==> config.mk <==
export PLATFORM = sky130hd
export DESIGN_NAME = ps2_rx_framer
export DESIGN_NICKNAME = d
export VERILOG_FILES = /design/src/rtl/ps2_pkg.sv /design/src/rtl/ps2_rx_fifo.sv /design/src/rtl/ps2_rx_framer.sv
export SDC_FILE = /design/constraint.sdc
export NUM_CORES = 1
export LEC_CHECK = 0
export ABC_AREA = 0
export BUFFER_PORTS_ARGS = -buffer_cell sky130_fd_sc_hd__buf_2
export CORE_UTILIZATION = 65
export DETAILED_ROUTE_END_ITERATION = 6
export PLACE_DENSITY_LB_ADDON = 0.08
export REMOVE_ABC_BUFFERS = 1
export SYNTH_ARGS = -nofsm -noshare
export SYNTH_HDL_FRONTEND = slang
export SYNTH_SLANG_ARGS = --single-unit
==> constraint.sdc <==
create_clock -name sys_clk -period 4.8 [get_ports sys_clk]
set_input_delay 0.72 -clock sys_clk [delete_from_list [all_inputs] [get_ports sys_clk]]
set_output_delay 0.72 -clock sys_clk [all_outputs]
set_load 0.005 [all_outputs]
==> src/rtl/ps2_pkg.sv <==
// Shared types and frame geometry for the PS/2 receive framer.
package ps2_pkg;

    typedef enum logic [1:0] {
        IDLE  = 2'd0,
        SHIFT = 2'd1,
        CHECK = 2'd2
    } ps2_state_t;

    // Start + data + parity + stop.
    function automatic int ps2_frame_len(input int data_w);
        return data_w + 3;
    endfunction

endpackage

==> src/rtl/ps2_rx_fifo.sv <==
// First-word fall-through receive FIFO; a wrap bit on each pointer separates full from empty.
module ps2_rx_fifo #(
    parameter int DATA_W     = 8,
    parameter int FIFO_DEPTH = 4
) (
    input  logic              sys_clk,
    input  logic              reset,
    input  logic              i_wr_en,
    input  logic [DATA_W-1:0] i_wr_data,
    input  logic              i_rd_en,
    output logic [DATA_W-1:0] o_data,
    output logic              o_empty,
    output logic              o_full
);

    localparam int AW = $clog2(FIFO_DEPTH);

    logic [DATA_W-1:0] r_mem [FIFO_DEPTH];
    logic [AW:0]       r_wr_ptr;
    logic [AW:0]       r_rd_ptr;
    logic              w_do_wr;
    logic              w_do_rd;

    assign o_empty = (r_wr_ptr == r_rd_ptr);
    assign o_full  = (r_wr_ptr[AW] != r_rd_ptr[AW]) &&
                     (r_wr_ptr[AW-1:0] == r_rd_ptr[AW-1:0]);

    // A pop frees the slot, so a write alongside a pop is allowed even when full.
    assign w_do_rd = i_rd_en && !o_empty;
    assign w_do_wr = i_wr_en && (!o_full || w_do_rd);

    always_ff @(posedge sys_clk) begin
        if (reset) begin
            r_wr_ptr <= '0;
            r_rd_ptr <= '0;
        end else begin
            if (w_do_wr) r_wr_ptr <= r_wr_ptr + 1'b1;
            if (w_do_rd) r_rd_ptr <= r_rd_ptr + 1'b1;
        end
    end

    always_ff @(posedge sys_clk) begin
        if (w_do_wr) r_mem[r_wr_ptr[AW-1:0]] <= i_wr_data;
    end

    assign o_data = o_empty ? '0 : r_mem[r_rd_ptr[AW-1:0]];

endmodule

==> src/rtl/ps2_rx_framer.sv <==
// PS/2 device-to-host frame receiver: synchroniser, framing FSM with timeout, receive FIFO.
// Build option: define PS2_PARITY_CHECK_EN to reject frames with bad odd parity.
module ps2_rx_framer
    import ps2_pkg::*;
#(
    parameter int DATA_W      = 8,
    parameter int FIFO_DEPTH  = 4,
    parameter int SYNC_STAGES = 2,
    parameter int TIMEOUT_CYC = 50000
) (
    input  logic              sys_clk,
    input  logic              reset,
    input  logic              ps2_clk,
    input  logic              ps2_data,
    input  logic              rd_en,
    output logic [DATA_W-1:0] data_out,
    output logic              empty,
    output logic              full,
    output logic              frame_err,
    output logic              overflow,
    output logic              busy
);

    localparam int SHIFT_BITS = ps2_frame_len(DATA_W) - 1;
    localparam int CW         = $clog2(SHIFT_BITS + 1);
    localparam int TW         = $clog2(TIMEOUT_CYC + 1);
    localparam logic [CW-1:0] LAST_BIT = CW'(SHIFT_BITS - 1);
    localparam logic [TW-1:0] TO_LAST  = TW'(TIMEOUT_CYC - 1);

    logic [SYNC_STAGES-1:0] r_clk_sync;
    logic [SYNC_STAGES-1:0] r_data_sync;
    logic                   r_clk_prev;
    logic                   w_fall;
    logic                   w_bit;

    ps2_state_t             r_state, w_state_nxt;
    logic [CW-1:0]          r_bit_cnt, w_bit_cnt_nxt;
    logic [TW-1:0]          r_to_cnt, w_to_cnt_nxt;
    logic [SHIFT_BITS-1:0]  r_shift, w_shift_nxt;
    logic                   r_frame_err, w_ferr_nxt;
    logic                   r_overflow, w_ovf_nxt;
    logic                   w_push;
    logic                   w_frame_bad;

    // Idle-high lines: presetting to 1 keeps reset release from looking like a fall.
    always_ff @(posedge sys_clk) begin
        if (reset) begin
            r_clk_sync  <= '1;
            r_data_sync <= '1;
            r_clk_prev  <= 1'b1;
        end else begin
            r_clk_sync  <= {r_clk_sync[SYNC_STAGES-2:0], ps2_clk};
            r_data_sync <= {r_data_sync[SYNC_STAGES-2:0], ps2_data};
            r_clk_prev  <= r_clk_sync[SYNC_STAGES-1];
        end
    end

    assign w_fall = r_clk_prev && !r_clk_sync[SYNC_STAGES-1];
    assign w_bit  = r_data_sync[SYNC_STAGES-1];

    // r_shift holds {stop, parity, data} with the first data bit at the LSB.
`ifdef PS2_PARITY_CHECK_EN
    assign w_frame_bad = !r_shift[SHIFT_BITS-1] || !(^r_shift[DATA_W:0]);
`else
    assign w_frame_bad = !r_shift[SHIFT_BITS-1];
`endif

    always_comb begin
        w_state_nxt   = r_state;
        w_bit_cnt_nxt = r_bit_cnt;
        w_to_cnt_nxt  = r_to_cnt;
        w_shift_nxt   = r_shift;
        w_ferr_nxt    = 1'b0;
        w_ovf_nxt     = 1'b0;
        w_push        = 1'b0;
        case (r_state)
            IDLE: begin
                if (w_fall && !w_bit) begin
                    w_state_nxt   = SHIFT;
                    w_bit_cnt_nxt = '0;
                    w_to_cnt_nxt  = '0;
                end
            end
            SHIFT: begin
                if (w_fall) begin
                    w_shift_nxt   = {w_bit, r_shift[SHIFT_BITS-1:1]};
                    w_bit_cnt_nxt = r_bit_cnt + 1'b1;
                    w_to_cnt_nxt  = '0;
                    if (r_bit_cnt == LAST_BIT) w_state_nxt = CHECK;
                end else if (r_to_cnt == TO_LAST) begin
                    w_ferr_nxt  = 1'b1;
                    w_state_nxt = IDLE;
                end else begin
                    w_to_cnt_nxt = r_to_cnt + 1'b1;
                end
            end
            CHECK: begin
                w_state_nxt = IDLE;
                if (w_frame_bad)         w_ferr_nxt = 1'b1;
                else if (full && !rd_en) w_ovf_nxt  = 1'b1;
                else                     w_push     = 1'b1;
            end
            default: w_state_nxt = IDLE;
        endcase
    end

    always_ff @(posedge sys_clk) begin
        if (reset) begin
            r_state     <= IDLE;
            r_bit_cnt   <= '0;
            r_to_cnt    <= '0;
            r_frame_err <= 1'b0;
            r_overflow  <= 1'b0;
        end else begin
            r_state     <= w_state_nxt;
            r_bit_cnt   <= w_bit_cnt_nxt;
            r_to_cnt    <= w_to_cnt_nxt;
            r_frame_err <= w_ferr_nxt;
            r_overflow  <= w_ovf_nxt;
        end
    end

    always_ff @(posedge sys_clk) begin
        r_shift <= w_shift_nxt;
    end

    assign frame_err = r_frame_err;
    assign overflow  = r_overflow;
    assign busy      = (r_state != IDLE);

    ps2_rx_fifo #(
        .DATA_W     (DATA_W),
        .FIFO_DEPTH (FIFO_DEPTH)
    ) u_fifo (
        .sys_clk   (sys_clk),
        .reset     (reset),
        .i_wr_en   (w_push),
        .i_wr_data (r_shift[DATA_W-1:0]),
        .i_rd_en   (rd_en),
        .o_data    (data_out),
        .o_empty   (empty),
        .o_full    (full)
    );

endmodule

-- Yosys cells after proc, flatten, opt, wreduce, memory -nomap -nowiden
Memory sizes are Yosys's and may differ from the RTL's. A register that Yosys moved wholly into a read port is not among the register bits.
Index checks and enable logic that the tools add are counted.
- flip-flop bits (word level): 45
- RAM bits: 32
- input bits: 5
- memories: 1
- $add $sub $neg: 4
- eq/ne operators: 12
- mux-type cells: 25
- bitwise logic cells: 2
- reductions and logical operators: 20
- memory list (memory ; depth ; bits a word ; read ports ; clocked after memory_dff ; wr ports ; line ; RTL):
    u_fifo.r_mem ; 4 ; 8 ; 1 ; 1 ; 1 ; ps2_rx_fifo.sv:18 ; logic [DATA_W-1:0] r_mem [FIFO_DEPTH];
- operator list (cell ; count):
    16-bit 2-to-1 mux ; 3
    16-bit one-hot mux with 2 select lines ; 1
    16-bit by 1-bit adder with 16-bit output, second input constant ; 1
    16-bit equality test, second input constant ; 1
    2-bit 2-to-1 mux ; 6
    1-bit 2-to-1 mux ; 9
    3-bit != test, second input constant ; 3
    3-bit AND reduction ; 3
    4-bit 2-to-1 mux ; 2
    8-bit 2-to-1 mux ; 1
    4-bit one-hot mux with 2 select lines ; 1
    3-bit by 1-bit adder with 3-bit output, second input constant ; 2
    1-bit logical AND ; 6
    1-bit logical NOT ; 5
    4-bit by 1-bit adder with 4-bit output, second input constant ; 1
    4-bit equality test, second input constant ; 1
    2-bit != test, second input constant ; 2
    2-bit one-hot mux with 2 select lines ; 1
    2-bit nonzero test ; 2
    3-bit equality test ; 1
    3-bit OR reduction ; 1
    2-bit by 1-bit equality test with 1-bit output, second input constant ; 1
    2-bit equality test ; 1
    2-bit equality test, second input constant ; 1
    other kinds (6) ; 7

-- Longest topological paths before layout
Gate-level depths: netlist of run 1.
- word-level depth: 9
- gate-level depth with buffers: 7
- gate-level depth less buffers: 7

-- By module
A second synthesis of run 1 with hierarchy kept.
- cell total of the unflattened synthesis: 314
- area, all modules: 3668.5 µm²
- by module, submodules not included (module ; times used ; cells each ; area an instance (µm²)):
    ps2_rx_framer ; 1 ; 210 ; 1960.6
    ps2_rx_fifo ; 1 ; 104 ; 1707.9

-- Least setup slack after synthesis of run 1
Ideal clock, no wire load.
- kind: register to output
- start: register (tool-made name)
- end: output data_out[0]
- data arrival time: 1.170 ns
- data required time: 4.080 ns
- slack: 2.910 ns
- stages on the path, launching flop included: 4
- cell sequence: dfxtp_1 > buf_2 > mux4_2 > nor2b_1
- RTL lines (what ; line ; RTL):
    end: declaration ; ps2_rx_framer.sv:16 ; output logic [DATA_W-1:0] data_out,

==> impl_metrics.py, run 1 <==
metrics = {
    "sta": {
        "drv_slew": 0,
        "grt_setup_unrepaired": "false",
        "fin_crit_ns": 2.574,
        "worst_slew_pin_slew_ns": 1.126,
        "whs_ns": 0.4098,
        "skew_ns": 0.004194,
        "setup_viol": 0,
        "hold_viol": 0,
        "fmax_mhz": 388.6,
        "setup_tns_ns": 0,
        "slew_headroom_pct": 24.92,
        "period_share_pct": 53.62,
    },
    "job": {
        "maxCapViolCount": 0,
    },
    "power": {
        "vdd.ir_drop.worst_mv": 0.2402,
        "p_int_mw": 1.059,
        "p_clk_share_pct": 28.1,
        "seqPwrFrac_pct": 51.4,
        "power.leakage_nw": 1.316,
        "power_per_cell_area_nw_per_um2": 402.9,
        "sw_frac_of_total_pct": 29.21,
        "netSwitchingPower_mw": 0.4372,
        "pwr-share-comb_pct": 20.5,
    },
    "logic_synthesis": {
        "synth_area_leaders": "edfxtp_1, dfxtp_1, mux4_2",
        "synth_warnings": 0,
        "synth_top_cell_by_area": "edfxtp_1",
        "synth_edf_count": 42,
        "seq_area_frac_synth_pct": 58.33,
        "syn_area_sq_um": 3432,
        "ys_types": 49,
        "netlist.area_leader.share_pct": 36.75,
        "async_reset_ff_share_pct": 0,
        "netlist_instances": 290,
        "avgSynthCellArea_sq_um": 11.83,
        "synth-seq-cells": 79,
        "ys.flop_type": "edfxtp_1",
    },
    "placed_design": {
        "io_buffers": 17,
        "hpwl_um": 3757,
        "gp_congestion": 0.8494,
    },
    "worst_setup_path": {
        "critPathMaxFanout": 8,
        "cpPeakStageDelay_ns": 0.67,
        "worst_ep_required_time_ns": 4.08,
        "ff2ff_path_depth": 7,
        "cp_num_buf_inv": 1,
        "cp-end-kind": "output port",
        "startpoint_type": "flop",
        "rr_startpoint": "r_state[1]",
        "crit_chain": "mux4_2, nor2b_1, buf_2",
        "crit_arrival_ns": 1.85,
        "ff2ff_setup_slack_ns": 2.56,
        "crit_type": "reg2out",
        "r2r-end": "r_to_cnt[10]",
        "cp_top_family": "flip-flops",
        "crit_slowest_cell": "dfxtp_1",
    },
    "cts": {
        "cts_tree": "built",
        "path_clk_slew_ns": 0.08,
        "clock-root-buffer": "clkbuf_8",
        "cts_setup_buffers": 0,
        "insertion_delay_ns": 0.34,
        "holdBufCountCts": 0,
        "cts_resized": 0,
        "h-tree-depth": 3,
        "clockBufferDepth": 2,
        "cts_buffers": 9,
        "cts_sinks": 79,
    },
    "floorplan": {
        "die_w_um": 74.67,
        "io_pins": 18,
        "rows": 26,
        "coreArea_sq_um": 5107,
        "die_h_um": 74.67,
        "dieArea_sq_um": 5575,
        "floorplan.initialDensity_pct": 67.20,
    },
    "min_path": {
        "worstHoldStart": "r_clk_sync[0]",
        "hold_path.class": "reg2reg",
        "hold_end": "r_clk_sync[1]",
        "hold-path-cell-count": 1,
    },
    "global_route": {
        "grt_max_degree": 39,
        "grt_pass1_vias": 1958,
        "grt_use_total_pct": 22.75,
        "grt.overflow.total": 0,
        "antenna_found_initial": 0,
        "grt_pass1_wl_um": 9197,
    },
    "routing": {
        "drt_iter0_drc": 133,
        "routedWlPerCell_um": 14.76,
        "detail-route-antenna-nets": 0,
        "drt_first_pass_iters": 4,
        "drc": 0,
        "vias": 2199,
        "routed_wl_um": 5623,
        "vias_per_cell": 5.772,
    },
    "cells_and_area": {
        "final_common_cell": "edfxtp_1",
        "finalNetCount": 323,
        "layout-drive-gt1-share_pct": 15.76,
        "final_cell_mix": "edfxtp_1, dfxtp_1, nor2_1",
        "n_fill_cell": 358,
        "synthToLayoutAreaGrowth_pct": 8.239,
        "antenna_cells": 0,
    },
    "outcome": {
        "outcome": "finished clean",
    },
}
[per-stage QoR]
step	instance area (sq um)	utilization (%)	std cells	power [mW]	setup WS [ns]
floorplan	3377	-	278	1.002	2.828
global placement	3550	69.50	365	1.088	2.553
detailed placement	3550	69.50	365	1.093	2.552
CTS	3715	72.73	381	1.506	2.174
global route	3715	72.73	381	1.577	2.097
finish	3715	72.73	381	1.497	2.226
[kinds of logic after synthesis]
family	count (synthesis)	synth area share (%)
XOR/XNOR	8	2.042
flip-flops	79	58.33
adder cells (fa/ha/maj)	12	4.375
buffers and inverters	22	2.698
AO/OA/AOI/OAI	55	9.697
AND/OR/NAND/NOR	104	17.02
multiplexers	10	5.833
[layer usage]
metal	up-vias	routed length [um]	share of wire, %	global-route usage (%)
met5	-	0	0	0
met4	0	55	0.98	13.21
met3	6	220	3.9	4.150
met2	58	2805	50	36.74
met1	1042	2542	45	28.97
li1	1093	-	-	-
[flip-flops by register name, summed over array words and instances, names as in the netlist, named ones only]
| signal | flops |
|---|---|
| u_fifo.r_mem | 32 |
| r_to_cnt | 16 |
| r_shift | 10 |
| r_bit_cnt | 4 |
| u_fifo.r_rd_ptr | 3 |
| u_fifo.r_wr_ptr | 3 |
| r_clk_sync | 2 |
| r_data_sync | 2 |
| r_state | 2 |
| frame_err | 1 |
| overflow | 1 |
| r_clk_prev | 1 |
[cell usage after synthesis, types with 2 or more instances]
master and n:
and4b_1 2, or4_1 2, a21oi_1 19, and3_1 2, nor2_1 30, or3_1 4, a211oi_1 2, xor2_1 3
nor4_1 2, mux2i_1 2, dfxtp_1 37, a21o_1 2, o21ai_0 15, a31oi_1 6, edfxtp_1 42, nor3b_1 3
nand2b_1 3, o21a_1 2, nand2_1 15, ha_1 12, xnor2_1 5, inv_1 10, a41oi_1 3, nor2b_1 11
nor3_1 4, or2_2 5, mux4_2 8, and2_1 4, nand3_1 7, clkbuf_1 8, nand4_1 2
[layout make-up]
cell class	count	area [sq um]	area share, %
multi-input combinational	189	1338	36.01
clock inverter	6	37.54	1.010
timing repair buffer	17	85.08	2.290
clock buffer	10	127.6	3.435
inverter	10	37.54	1.010
sequential	79	2002	53.89
tap	70	87.58	2.358
[power by group through the flow]
stage,clock network [mW],logic (mW),registers [mW]
finish,0.421,0.306,0.770
global route,0.454,0.349,0.774
CTS,0.427,0.309,0.770
detailed placement,0,0.307,0.786
global placement,0,0.304,0.784
floorplan,0,0.224,0.778
[worst reg2reg max path, delay by kind of cell (launching register included)]
kind / cells / cell delay (ns)
AOI/OAI and AO/OA: 3 / 1.18
adders and majority gates: 1 / 0.24
and+or+nand+nor: 2 / 0.24
DFF: 1 / 0.36
buffers and inverters: 1 / 0.09
[how the worst max path moves through the flow]
stage	start	end	slack, ns	depth (start not counted)
floorplan	flop	data_out[0]	2.83	2
global placement	flop	data_out[2]	2.55	3
detailed placement	flop	data_out[2]	2.55	3
CTS	flop	data_out[2]	2.17	3
global route	flop	data_out[0]	2.10	3
finish	flop	data_out[4]	2.23	3
Power figures use the tool's default switching activity.
==> inputs of run 2 (changes only) <==
--- a/config.mk
+++ b/config.mk
@@ -5,9 +5,9 @@
 export SDC_FILE = /design/constraint.sdc
 export NUM_CORES = 1
 export LEC_CHECK = 0
-export ABC_AREA = 0
+export ABC_AREA = 1
 export BUFFER_PORTS_ARGS = -buffer_cell sky130_fd_sc_hd__buf_2
-export CORE_UTILIZATION = 65
+export CORE_UTILIZATION = 55
 export DETAILED_ROUTE_END_ITERATION = 6
 export PLACE_DENSITY_LB_ADDON = 0.08
 export REMOVE_ABC_BUFFERS = 1
==> constraint.sdc (replaced) <==
create_clock -name sys_clk -period 2.17 [get_ports sys_clk]
set_input_delay 0.3255 -clock sys_clk [delete_from_list [all_inputs] [get_ports sys_clk]]
set_output_delay 0.3255 -clock sys_clk [all_outputs]
set_load 0.005 [all_outputs]
==> run 2 against run 1 <==
Net effect:
- the flow now finishes with violations (design-rule violations)
- cell area is 9.1% higher
- clock power grew to 2.6 times the previous value
- worst hold slack worse by 0.25 ns
- die area is 26% higher
- sequential share of layout area is 4.5 points lower
- count of clock-buffer cells in the layout is 1 higher
- largest cell class unchanged
- highest routed layer unchanged
==> impl_metrics.py, run 2 <==
metrics = {
    "worst_setup_path": {
        "startpoint_type": "flop",
        "crit_chain": "inv_1, ha_1, nand2_2, inv_2, nand3_2, nand2_2, inv_1, nand2_1, nand2_1, nor2_1",
        "crit_arrival_ns": 2.25,
        "crit_type": "reg2reg",
        "cp_top_family": "simple AND/OR/NAND/NOR gates",
        "crit_slowest_cell": "dfxtp_1",
        "cp_num_buf_inv": 3,
        "worst_ep_required_time_ns": 2.45,
        "critPathMaxFanout": 11,
        "cp-end-kind": "flop",
        "cpPeakStageDelay_ns": 0.34,
    },
    "cts": {
        "clock-root-buffer": "clkbuf_8",
        "h-tree-depth": 3,
        "clockBufferDepth": 2,
        "cts_sinks": 79,
        "cts_buffers": 9,
        "insertion_delay_ns": 0.34,
        "path_clk_slew_ns": 0.09,
        "cts_setup_buffers": 0,
        "cts_resized": 0,
        "cts_tree": "built",
        "holdBufCountCts": 0,
    },
    "logic_synthesis": {
        "netlist.area_leader.share_pct": 34.12,
        "netlist_instances": 422,
        "avgSynthCellArea_sq_um": 8.758,
        "async_reset_ff_share_pct": 0,
        "yosys.cell_count.top_type": "nand2_1",
        "synth_top_cell_by_area": "edfxtp_1",
        "synth-seq-cells": 79,
        "synth_warnings": 0,
        "syn_area_sq_um": 3696,
        "ys_types": 29,
        "seq_area_frac_synth_pct": 54.16,
        "ys_top_cells_by_count": "nand2_1, nor2_1, inv_1, edfxtp_1, dfxtp_1",
        "ys.flop_type": "edfxtp_1",
        "synth_area_leaders": "edfxtp_1, dfxtp_1, nand2_1",
        "synth_edf_count": 42,
    },
    "cells_and_area": {
        "fin_area_sq_um": 4051,
        "final_util_pct": 63.08,
        "antenna_cells": 0,
        "synthToLayoutAreaGrowth_pct": 9.614,
        "final_cell_mix": "nand2_1, nor2_1, inv_1",
        "finalNetCount": 462,
        "layout-drive-gt1-share_pct": 14.67,
        "final_common_cell": "nand2_1",
        "largest_register_ffs": 32,
    },
    "placed_design": {
        "gp_congestion": 0.8774,
        "io_buffers": 17,
        "placed_area_sq_um": 3855,
        "hpwl_um": 4850,
    },
    "floorplan": {
        "io_pins": 18,
        "coreArea_sq_um": 6422,
        "rows": 29,
        "die_h_um": 83.98,
        "floorplan.initialDensity_pct": 57.55,
        "die_w_um": 83.98,
        "dieArea_sq_um": 7052,
    },
    "sta": {
        "whs_ns": 0.1642,
        "fin_crit_ns": 1.974,
        "grt_setup_unrepaired": "false",
        "setup_viol": 0,
        "drv_slew": 0,
        "setup_tns_ns": 0,
        "worst_slew_pin_slew_ns": 0.7656,
        "slew_headroom_pct": 48.77,
        "hold_viol": 0,
        "fmax_mhz": 506.5,
        "period_share_pct": 90.98,
        "skew_ns": 0.01149,
    },
    "global_route": {
        "use_met1_pct": 28.59,
        "grtUsageMet3_pct": 3.660,
        "grt.overflow.total": 0,
        "grt_pass1_wl_um": 12060,
        "grt.busiest_layer": "met2",
        "grt_use_total_pct": 22.10,
        "grt_pass1_vias": 2658,
        "use_met2_pct": 36.89,
        "antenna_found_initial": 0,
        "grt_max_degree": 21,
    },
    "job": {
        "maxCapViolCount": 0,
    },
    "routing": {
        "drc": 2,
        "routedWlPerCell_um": 13.38,
        "vias_per_cell": 5.207,
        "detail-route-antenna-nets": 0,
        "vias": 2744,
        "drt_iter0_drc": 161,
        "drt_first_pass_iters": 7,
        "routed_wl_um": 7051,
    },
    "power": {
        "power_per_cell_area_nw_per_um2": 723.4,
        "power.leakage_nw": 1.601,
        "vdd.ir_drop.worst_mv": 0.4398,
        "power_mw": 2.931,
    },
    "outcome": {
        "outcome": "finished, violations left",
        "violations": "design-rule violations",
    },
    "min_path": {
        "hold_path.class": "in2reg",
    },
}
## run 2: changes by cell type in the layout (fill, tap and decap cells not counted), sizes merged, moves of 8 or more
cell | before | now
inv | 11 | 54
mux4 | 8 | 0
nand2 | 15 | 106
nand3 | 8 | 26
nor2 | 30 | 70
nor2b | 11 | 0
o32ai | 0 | 8
## run 2: per-stage QoR
stage / std cells / setup slack, ns
6_report: 527 / 0.1958
5_1_grt: 527 / 0.002756
4_1_cts: 527 / 0.1483
3_5_place_dp: 511 / 0.2191
3_3_place_gp: 511 / 0.2456
2_1_floorplan: 412 / 0.4471
## run 2: path summary, 6_finish.rpt
| check | startpoint | to | slack [ns] | depth (start not counted) |
|---|---|---|---|---|
| setup / recovery | r_state[1] | r_to_cnt[9] | 0.20 | 10 |
| hold / removal | ps2_clk | r_clk_sync[0] | 0.16 | 2 |
| setup reg to reg | r_state[1] | r_to_cnt[9] | 0.20 | 10 |
| hold reg to reg | r_clk_sync[0] | r_clk_sync[1] | 0.42 | 1 |
## run 2: report_power, final
group	switching [mW]	internal [mW]
registers	0.0162	1.58
logic	0.171	0.0834
clock network	0.539	0.545
total	0.727	2.20
## run 2: cells by family after synthesis
kind of cell,synth area share [%]
and+or+nand+nor,24.85
DFF,54.16
buffers and inverters,6.906
AOI/OAI and AO/OA,8.599
adders and majority gates,4.062
xor gates and xnor gates,1.422
## run 2: per-layer routing
layer / vias up / part of all wire (%)
met5: - / 0
met4: 0 / 1.5
met3: 10 / 5.1
met2: 69 / 46
met1: 1254 / 47
li1: 1411 / -
## run 2: cell type report
class | instances | area (sq um)
clock buffer | 11 | 131.4
clock inverter | 5 | 65.06
fill | 554 | 2371
inverter | 52 | 195.2
multi-input combinational | 281 | 1439
sequential | 79 | 2002
tap | 77 | 96.34
timing repair buffer | 22 | 122.6
## run 2: worst register-to-register path: cells and delay by family (launching register included)
kind	cells	cell delay (ns)
buffers and inverters	3	0.43
and+or+nand+nor	6	0.94
DFF	1	0.34
adders and majority gates	1	0.21
==> inputs of run 3 (changes only) <==
--- a/config.mk
+++ b/config.mk
@@ -5,9 +5,8 @@
 export SDC_FILE = /design/constraint.sdc
 export NUM_CORES = 1
 export LEC_CHECK = 0
-export ABC_AREA = 1
 export BUFFER_PORTS_ARGS = -buffer_cell sky130_fd_sc_hd__buf_2
-export CORE_UTILIZATION = 55
+export CORE_UTILIZATION = 54
 export DETAILED_ROUTE_END_ITERATION = 6
 export PLACE_DENSITY_LB_ADDON = 0.08
 export REMOVE_ABC_BUFFERS = 1
==> run 3 against run 2 <==
Net effect:
- the flow now finishes without violations
- largest cell class unchanged
- non-clock buffer count is 3 higher
- worst hold slack worse by 0.010 ns
- highest routed layer unchanged
- via count is 19% lower
- clock skew is 0.0012 ns lower
- die area is 5.3% lower
- cell count is 25% lower
- total power is 23% higher
- clock power is 8% higher
- register-to-register slack better by 0.02 ns
==> impl_metrics.py, run 3 (synthesis gave the netlist of run 1 again) <==
metrics = {
    "outcome": {
        "outcome": "finished clean",
    },
    "cells_and_area": {
        "finalNetCount": 331,
        "largest_register_ffs": 32,
        "synthToLayoutAreaGrowth_pct": 11.56,
        "fin_cells": 394,
        "final_cell_mix": "edfxtp_1, dfxtp_1, nor2_1",
        "final_common_cell": "edfxtp_1",
        "antenna_cells": 0,
        "fin_area_sq_um": 3829,
        "layout-drive-gt1-share_pct": 17.55,
    },
    "cts": {
        "cts_buffers": 9,
        "cts_tree": "built",
        "clock-root-buffer": "clkbuf_8",
        "cts_resized": 0,
        "cts_setup_buffers": 0,
        "cts_sinks": 79,
        "holdBufCountCts": 0,
        "h-tree-depth": 3,
        "path_clk_slew_ns": 0.08,
        "insertion_delay_ns": 0.35,
        "clockBufferDepth": 2,
    },
    "floorplan": {
        "floorplan.initialDensity_pct": 56.96,
        "rows": 28,
        "coreArea_sq_um": 6026,
        "io_pins": 18,
        "dieArea_sq_um": 6678,
        "die_h_um": 81.72,
        "die_w_um": 81.72,
    },
    "worst_setup_path": {
        "cp-end-kind": "output port",
        "critPathMaxFanout": 11,
        "crit_type": "reg2out",
        "startpoint_type": "flop",
        "crit_arrival_ns": 1.64,
        "worst_ep_required_time_ns": 1.84,
    },
    "power": {
        "p_int_mw": 2.619,
        "pwr-share-comb_pct": 20.8,
        "power_per_cell_area_nw_per_um2": 939.6,
        "vdd.ir_drop.worst_mv": 0.4982,
        "seqPwrFrac_pct": 46.8,
        "power.leakage_nw": 1.381,
        "p_clk_share_pct": 32.4,
        "netSwitchingPower_mw": 0.9788,
        "sw_frac_of_total_pct": 27.21,
        "power_mw": 3.597,
    },
    "routing": {
        "drc": 0,
        "vias_per_cell": 5.642,
        "routedWlPerCell_um": 15.16,
        "detail-route-antenna-nets": 0,
        "routed_wl_um": 5974,
        "vias": 2223,
        "drt_iter0_drc": 100,
        "drt_first_pass_iters": 4,
    },
    "global_route": {
        "grt_pass1_wl_um": 9770,
        "antenna_found_initial": 0,
        "grt_use_total_pct": 20.22,
        "grt_max_degree": 39,
        "grt_pass1_vias": 2068,
        "grt.overflow.total": 0,
    },
    "sta": {
        "grt_setup_unrepaired": "false",
        "worst_slew_pin_slew_ns": 0.6463,
        "setup_viol": 0,
        "fin_crit_ns": 1.965,
        "drv_slew": 0,
        "fmax_mhz": 508.9,
        "period_share_pct": 90.56,
        "skew_ns": 0.01028,
        "setup_tns_ns": 0,
        "hold_viol": 0,
        "fin_ws_ns": 0.2048,
        "slew_headroom_pct": 56.92,
    },
    "placed_design": {
        "placed_area_sq_um": 3616,
        "io_buffers": 17,
        "hpwl_um": 4091,
        "pre_cts_ws_ns": 0.2425,
        "dpl.cell_count": 378,
        "gp_congestion": 0.8037,
    },
    "min_path": {
        "hold_path.class": "in2reg",
    },
    "job": {
        "maxCapViolCount": 0,
    },
}
==> run 3: metal layers <==
layer	global-route usage [%]	vias up	share of wire [%]
li1	-	1110	-
met5	0	-	0
met2	34.55	27	49
met1	24.47	1075	46
met4	10.00	0	2.1
met3	3.667	11	2.2
==> run 3: through the flow <==
| stage | hold slack [ns] | utilization (%) |
|---|---|---|
| 2_1_floorplan | 0.3895 | - |
| 3_3_place_gp | 0.3912 | 60.01 |
| 3_5_place_dp | 0.3928 | 60.01 |
| 4_1_cts | 0.1472 | 63.54 |
| 5_1_grt | 0.1452 | 63.54 |
| 6_report | 0.1538 | 63.54 |
==> run 3: worst paths after layout <==
kind | slack, ns | cells after the start | from | to
setup reg to reg | 0.22 | 7 | r_state[1] | r_bit_cnt[3]
hold / removal | 0.15 | 2 | ps2_clk | r_clk_sync[0]
hold reg to reg | 0.41 | 1 | r_data_sync[0] | r_data_sync[1]
setup / recovery | 0.20 | 4 | u_fifo.r_wr_ptr[0] | data_out[6]
==> run 3: worst max-delay path, cell delays in order (launching register included) <==
cell	delay, ns
dfxtp_1	0.45
xnor2_1	0.18
and3b_1	0.43
nor2b_1	0.09
buf_2	0.14
==> run 3: power groups by stage <==
stage / Sequential, mW / Clock [mW] / Combinational, mW
after floorplan: 1.72 / 0 / 0.495
after global placement: 1.72 / 0 / 0.744
after detailed placement: 1.72 / 0 / 0.756
after CTS: 1.69 / 1.18 / 0.758
after global routing: 1.69 / 1.23 / 0.857
final: 1.69 / 1.17 / 0.747
==> run 3: layout make-up <==
class / instances / area [sq um]
Fill cell: 493 / 2197
Sequential cell: 79 / 2002
Multi-Input combinational cell: 189 / 1338
Timing Repair Buffer: 25 / 145.1
Clock buffer: 11 / 131.4
Tap cell: 75 / 93.84
Clock inverter: 5 / 81.33
Inverter: 10 / 37.54
